[src/rtl/mem_stage.sv]
// MEM pipeline stage: drives the data bus for loads/stores and owns the MEM/WB registers.
// Optional build macro MISALIGN_TRAP_EN turns misaligned half/word accesses into a trap.
module mem_stage (
    input  logic        clk,
    input  logic        rst,
    input  logic [4:0]  rd_from_exmem,
    input  logic        write_reg_from_exmem,
    input  logic        read_mem_from_exmem,
    input  logic        write_mem_from_exmem,
    input  logic [31:0] result_from_exmem,
    input  logic [31:0] data_to_mem_from_exmem,
    input  logic [1:0]  size_from_exmem,
    input  logic        unsigned_from_exmem,
    input  logic        wb_stall,
    output logic        dbus_req,
    output logic        dbus_we,
    output logic [31:0] dbus_addr,
    output logic [31:0] dbus_wdata,
    output logic [3:0]  dbus_be,
    input  logic        dbus_gnt,
    input  logic        dbus_rvalid,
    input  logic [31:0] dbus_rdata,
    output logic        mem_stall,
    output logic [4:0]  rd_to_wb,
    output logic        write_reg_to_wb,
    output logic [31:0] result_to_wb,
    output logic        misalign_exc_to_wb,
    output logic [1:0]  state_dbg
);

    typedef enum logic [1:0] {
        IDLE     = 2'd0,
        WAIT_GNT = 2'd1,
        WAIT_R   = 2'd2,
        HOLD     = 2'd3
    } state_t;

    state_t      state_q, state_d;
    logic [31:0] hold_buf_q, hold_buf_d;
    logic [4:0]  rd_q, rd_d;
    logic        wr_q, wr_d;
    logic [31:0] res_q, res_d;

    logic        is_mem, misaligned, mem_op, req;
    logic [1:0]  off;
    logic [31:0] shifted, load_data;

    assign is_mem = read_mem_from_exmem | write_mem_from_exmem;

`ifdef MISALIGN_TRAP_EN
    assign misaligned = is_mem &&
                        ((size_from_exmem == 2'b01 && result_from_exmem[0]) ||
                         (size_from_exmem[1] && result_from_exmem[1:0] != 2'b00));
`else
    assign misaligned = 1'b0;
`endif

    assign mem_op = is_mem & ~misaligned;

    // Byte offset inside the word; half/word accesses drop the low address bits.
    always_comb begin
        case (size_from_exmem)
            2'b00:   off = result_from_exmem[1:0];
            2'b01:   off = {result_from_exmem[1], 1'b0};
            default: off = 2'b00;
        endcase
    end

    always_comb begin
        case (size_from_exmem)
            2'b00: begin
                dbus_be    = 4'b0001 << result_from_exmem[1:0];
                dbus_wdata = {4{data_to_mem_from_exmem[7:0]}};
            end
            2'b01: begin
                dbus_be    = result_from_exmem[1] ? 4'b1100 : 4'b0011;
                dbus_wdata = {2{data_to_mem_from_exmem[15:0]}};
            end
            default: begin
                dbus_be    = 4'b1111;
                dbus_wdata = data_to_mem_from_exmem;
            end
        endcase
    end

    assign shifted = dbus_rdata >> {off, 3'b000};

    always_comb begin
        case (size_from_exmem)
            2'b00:   load_data = {{24{~unsigned_from_exmem & shifted[7]}}, shifted[7:0]};
            2'b01:   load_data = {{16{~unsigned_from_exmem & shifted[15]}}, shifted[15:0]};
            default: load_data = shifted;
        endcase
    end

    // Bus handshake: an access is accepted in the cycle where dbus_req && dbus_gnt;
    // req stays high with address/data stable until then. Read data is taken on the
    // first dbus_rvalid in WAIT_R; rvalid in any other state is dropped.
    always_comb begin
        state_d    = state_q;
        hold_buf_d = hold_buf_q;
        rd_d       = rd_q;
        wr_d       = wr_q;
        res_d      = res_q;
        req        = 1'b0;
        mem_stall  = wb_stall;
        if (!wb_stall) begin
            rd_d  = 5'd0;
            wr_d  = 1'b0;
            res_d = 32'd0;
        end
        case (state_q)
            IDLE: begin
                if (!wb_stall) begin
                    if (!mem_op) begin
                        rd_d  = rd_from_exmem;
                        wr_d  = write_reg_from_exmem & ~misaligned;
                        res_d = result_from_exmem;
                    end else begin
                        req = 1'b1;
                        if (!dbus_gnt) begin
                            state_d   = WAIT_GNT;
                            mem_stall = 1'b1;
                        end else if (read_mem_from_exmem) begin
                            state_d   = WAIT_R;
                            mem_stall = 1'b1;
                        end
                    end
                end
            end
            WAIT_GNT: begin
                mem_stall = 1'b1;
                if (!wb_stall) begin
                    req = 1'b1;
                    if (dbus_gnt) begin
                        if (read_mem_from_exmem) begin
                            state_d = WAIT_R;
                        end else begin
                            state_d   = IDLE;
                            mem_stall = 1'b0;
                        end
                    end
                end
            end
            WAIT_R: begin
                mem_stall = 1'b1;
                if (dbus_rvalid) begin
                    if (wb_stall) begin
                        hold_buf_d = load_data;
                        state_d    = HOLD;
                    end else begin
                        rd_d      = rd_from_exmem;
                        wr_d      = write_reg_from_exmem;
                        res_d     = load_data;
                        state_d   = IDLE;
                        mem_stall = 1'b0;
                    end
                end
            end
            HOLD: begin
                mem_stall = 1'b1;
                if (!wb_stall) begin
                    rd_d      = rd_from_exmem;
                    wr_d      = write_reg_from_exmem;
                    res_d     = hold_buf_q;
                    state_d   = IDLE;
                    mem_stall = 1'b0;
                end
            end
            default: state_d = IDLE;
        endcase
    end

    always_ff @(posedge clk or posedge rst) begin
        if (rst) begin
            state_q    <= IDLE;
            hold_buf_q <= 32'd0;
            rd_q       <= 5'd0;
            wr_q       <= 1'b0;
            res_q      <= 32'd0;
        end else begin
            state_q    <= state_d;
            hold_buf_q <= hold_buf_d;
            rd_q       <= rd_d;
            wr_q       <= wr_d;
            res_q      <= res_d;
        end
    end

`ifdef MISALIGN_TRAP_EN
    logic mis_q;
    always_ff @(posedge clk or posedge rst) begin
        if (rst) begin
            mis_q <= 1'b0;
        end else if (!wb_stall) begin
            mis_q <= (state_q == IDLE) && misaligned;
        end
    end
    assign misalign_exc_to_wb = mis_q;
`else
    assign misalign_exc_to_wb = 1'b0;
`endif

    // Reset must pull the request down at once, even while a load sits in EX/MEM.
    assign dbus_req        = req & ~rst;
    assign dbus_we         = dbus_req & write_mem_from_exmem;
    assign dbus_addr       = {result_from_exmem[31:2], 2'b00};
    assign rd_to_wb        = rd_q;
    assign write_reg_to_wb = wr_q;
    assign result_to_wb    = res_q;
    assign state_dbg       = state_q;

endmodule

[config.mk]
export PLATFORM = sky130hd
export DESIGN_NAME = mem_stage
export DESIGN_NICKNAME = d
export VERILOG_FILES = /design/src/rtl/mem_stage.sv
export SDC_FILE = /design/constraint.sdc
export NUM_CORES = 1
export LEC_CHECK = 0
export CORE_ASPECT_RATIO = 0.9
export CORE_MARGIN = 5
export CORE_UTILIZATION = 40
export CTS_CLUSTER_DIAMETER = 50
export DETAILED_ROUTE_END_ITERATION = 10
export PLACE_DENSITY = 0.78
export SYNTH_ARGS = -nofsm -noshare
export SYNTH_HDL_FRONTEND = slang
export SYNTH_SLANG_ARGS = --single-unit
[constraint.sdc]
create_clock -name clk -period 3.5 [get_ports clk]
set_input_delay 1.05 -clock clk [delete_from_list [all_inputs] [get_ports clk]]
set_output_delay 1.05 -clock clk [all_outputs]
set_load 0.05 [all_outputs]
==> impl_summary.md <==
Floorplan
The effective utilization at floorplan is 40.4%. The die is 126 um wide. The full die area is 14300 um^2. For this design the top-level I/O count stands at 224. The total area inside the core boundary comes to 11900 um^2. The floorplan step set the die height to 114 um. In this run the core area contains 38 standard-cell rows.

Clocking
The tree is rooted in a sky130_fd_sc_hd__clkbuf_16. The maximum clock insertion buffer count is 2. Buffers inserted to repair hold after CTS numbered 0. The TritonCTS sink count is 72.

The insertion delay of the later-clocked pin in the worst-skew pair is 0.33 ns. After clock tree synthesis, the setup repair step added 0 buffers. TritonCTS built the clock tree. The number of levels in the clock H-tree is 3. The clock transition at the register clock pins on the worst setup and hold paths after CTS is 0.06 ns. In this run, CTS created clock tree buffers numbering 9.

The number of instances resized during post-cts repair is 0.

STA
Setup repair after global routing left no endpoint under its margin. For the pin with the worst max-slew slack, the measured transition is 0.654 ns. The number of max-slew violations in the final report is 0.

The max-slew headroom at the worst pin is 56.4%. Static timing analysis puts the maximum clock frequency at 289 MHz. The fraction of the cycle the final worst path needs is 98.7%. Summed over all failing endpoints, the final setup total negative slack is 0 ns. The largest clock skew in the final design is 0.00396 ns.

Setup slack closes at 0.0444 ns. The clock period minus worst slack is 3.46 ns. The hold violation total from the final report was 0. Setup violations remaining at the end of the flow were counted as 0.

GRT
Entering global routing, the biggest net connects 57 pins. The global-route wire length before repair is 28.6 mm. In the global route stage, overall resource usage came out at 24.9%.

The number of global-route vias before repair came to 5418. The final global-route overflow total is 0. The initial antenna violation count was 0.

Place
The post-place setup slack is 0.0471 ns. At the end of routability-driven placement, the weighted congestion stood at 0.874. The number of buffers added on ports is 220. The detailed-placement wirelength estimate is 14.2 mm.

Synth
Yosys mapped a number of flops with a built-in enable equal to 0. Summing the areas of all and, or, nand and nor instances in the mapped netlist gives 18.0% of the synthesized area. The sequential area share after synthesis is 37.4%. The fraction of synthesis flops using an asynchronous set or reset pin is 100%. Synthesis produced 584 cells. The synthesized cell area is 4820 um^2. Summing the areas of all compound-gate instances in the mapped netlist gives 20.2% of the synthesized area. The dominant combinational cell family by area after synthesis is compound AO/OA/AOI/OAI gates.

The total of flip-flops plus latches after synthesis is 72. The leading register cell type out of synthesis is sky130_fd_sc_hd__dfrtp_1. The xor/xnor share of the synthesized area is 0%. Yosys printed 0 warnings. Of the post-synthesis cell area, the part taken by muxes is 12.7%. The number of library cell types mapped by synthesis is 44. The per-instance average area after synthesis is 8.25 um^2.

The post-synthesis share of cell area spent on full adders, half adders and majority gates is 0.208%.

Cells and area
The antenna diode instance count is 0. Compared with the post-synthesis result, the final layout area differs by 65.0%. For this run, the post-layout net count is 875. Of the cells placed in the final design, the portion with a size suffix greater than 1 is 19.4%. At the end of the flow the core is filled with cells to 66.6%.

Power
Combinational cells account for 49.8% of the total power. The internal portion of the total power is 2.68 mW. The clock share of power is 21.5%. Power spread over the standard cell area amounts to 589 nW/um^2. The switching power total is 2.00 mW. VDD sags by at most 0.255 mV. The leakage power figure is 3.52 nW. The switching portion of total power is 42.8%. Per report_power, the sequential group accounts for 28.7% of the total.

Detailed routing
The total vias in the final route is 5227. Dividing the detail-routed via count by the number of cells gives 5.63. The number of search-and-repair iterations in the first detailed-routing pass is 6. In this run, the number of DRC markers left after iteration 0 of detailed routing was 503. For this run, design rule violations remaining after detail routing come to 0. The detailed-route wire length is 18.2 mm. The detail-routed net length per standard cell is 19.6 um.

The count of nets left with antenna violations once routing finished came out at 0.

Run
Across the run, the number of max-cap violations was 0.

Outcome
The run finished with clean final reports.

Worst setup path
By startpoint and endpoint, the worst setup path is classified as in2out. Data on the critical path is required at its endpoint by 2.45 ns. The largest fanout on the critical path is 9. The kind of end point of the critical path is an output port.

The worst setup path is launched from an input port. The data arrival time of the worst path is 2.41 ns.

Hold path
The classification of the worst-slack hold path is reg2reg.
-- critical path: stages --
cell and delay, ns:
sky130_fd_sc_hd__clkdlybuf4s50_1 0.54, sky130_fd_sc_hd__buf_4 0.20, sky130_fd_sc_hd__nor2b_1 0.09, sky130_fd_sc_hd__o21bai_1 0.33, sky130_fd_sc_hd__buf_12 0.19
-- cell families (layout without fill, tap and decap cells) --
group | count (synthesis) | after routing
and+or+nand+nor | 206 | 206
AOI/OAI and AO/OA | 144 | 144
buffers and inverters | 101 | 283
DFF | 72 | 72
muxes | 59 | 59
adders and majority gates | 1 | 1
other | 1 | 3
-- routing by layer --
metal	track usage, %	vias to the layer above	wire length [um]
met1	29.6	2492	6840
met2	42.4	298	8940
li1	-	2395	-
met4	9.83	0	685
met3	7.60	42	1750
met5	0	-	0
-- final timing paths --
path | startpoint | to | slack, ns | cells past startpoint
min | hold_buf_q[5] | hold_buf_q[5] | 0.47 | 2
max reg2reg | state_dbg[1] | result_to_wb[29] | 0.91 | 7
min in group asynchronous | rst | rd_to_wb[1] | 1.24 | 3
max | size_from_exmem[0] | dbus_be[0] | 0.04 | 5
max in group asynchronous | rst | result_to_wb[27] | 1.87 | 3
min reg2reg | hold_buf_q[5] | hold_buf_q[5] | 0.47 | 2
-- cells in the mapped netlist, types with 8 or more instances --
master                     count  area [um^2]
sky130_fd_sc_hd__nand2_1     118          443
sky130_fd_sc_hd__o21ai_0      55          275
sky130_fd_sc_hd__a221o_1       9         90.1
sky130_fd_sc_hd__a31oi_1      11         68.8
sky130_fd_sc_hd__buf_4        42          315
sky130_fd_sc_hd__a221oi_1     13          114
sky130_fd_sc_hd__nor2_1       42          158
sky130_fd_sc_hd__o211ai_1     11         82.6
sky130_fd_sc_hd__a222oi_1     11          110
sky130_fd_sc_hd__nand3_1      21          105
sky130_fd_sc_hd__mux2i_1      42          420
sky130_fd_sc_hd__dfrtp_1      72         1800
sky130_fd_sc_hd__a21oi_1      20          100
sky130_fd_sc_hd__inv_1        14         52.6
sky130_fd_sc_hd__mux2_2       16          180
sky130_fd_sc_hd__clkbuf_1     30          113
sky130_fd_sc_hd__buf_2         8         40.0
-- cell usage in the layout, fill, tap and decap left out, types with 2 or more instances in the layout --
cell type / synthesis / layout
sky130_fd_sc_hd__a21oi_1: 20 / 20
sky130_fd_sc_hd__a221o_1: 9 / 9
sky130_fd_sc_hd__a221oi_1: 13 / 13
sky130_fd_sc_hd__a222oi_1: 11 / 11
sky130_fd_sc_hd__a22oi_1: 5 / 5
sky130_fd_sc_hd__a31oi_1: 11 / 11
sky130_fd_sc_hd__and2_1: 3 / 3
sky130_fd_sc_hd__and3_1: 2 / 2
sky130_fd_sc_hd__buf_12: 0 / 62
sky130_fd_sc_hd__buf_4: 42 / 41
sky130_fd_sc_hd__bufinv_16: 0 / 2
sky130_fd_sc_hd__clkbuf_16: 0 / 9
sky130_fd_sc_hd__clkdlybuf4s50_1: 0 / 149
sky130_fd_sc_hd__clkinv_4: 0 / 2
sky130_fd_sc_hd__conb_1: 1 / 3
sky130_fd_sc_hd__dfrtp_1: 72 / 72
sky130_fd_sc_hd__inv_1: 14 / 13
sky130_fd_sc_hd__inv_6: 0 / 2
sky130_fd_sc_hd__mux2_2: 16 / 16
sky130_fd_sc_hd__mux2i_1: 42 / 42
sky130_fd_sc_hd__nand2_1: 118 / 118
sky130_fd_sc_hd__nand2b_1: 3 / 3
sky130_fd_sc_hd__nand3_1: 21 / 21
sky130_fd_sc_hd__nor2_1: 42 / 42
sky130_fd_sc_hd__nor2b_1: 2 / 2
sky130_fd_sc_hd__nor3_1: 6 / 6
sky130_fd_sc_hd__o211ai_1: 11 / 11
sky130_fd_sc_hd__o21ai_0: 55 / 47
sky130_fd_sc_hd__o21ai_2: 0 / 8
sky130_fd_sc_hd__or3_1: 2 / 2
-- stage by stage --
step | std cells | power [mW] | instance area (um^2) | hold WS [ns]
floorplan | 586 | 2.78 | 4870 | 0.446
global placement | 912 | 3.62 | 7620 | 0.457
detailed placement | 912 | 3.68 | 7620 | 0.463
CTS | 928 | 4.70 | 7950 | 0.478
global route | 928 | 4.93 | 7950 | 0.491
finish | 928 | 4.69 | 7950 | 0.474
-- sequential cells by signal (all words and copies together) (netlist names) --
name,flops
result_to_wb,32
hold_buf_q,32
write_reg_to_wb,1
rd_to_wb,5
state_dbg,2
-- power by group through the flow --
stage / Combinational [mW] / Sequential, mW / Clock (mW)
floorplan: 1.04 / 1.74 / 0
global placement: 2.28 / 1.34 / 0
detailed placement: 2.32 / 1.36 / 0
CTS: 2.34 / 1.34 / 1.02
global route: 2.49 / 1.38 / 1.05
finish: 2.34 / 1.34 / 1.01
-- cell type report --
class                   count  area, um^2
well taps                 160         200
flip-flops and latches     72        1800
clock buffers               9         225
fillers                   916        3980
inverters                  14        52.6
multi-input cells         413        2520
repair buffers            253        3050
clock inverters             7         103
Power figures use the tool's default switching activity.
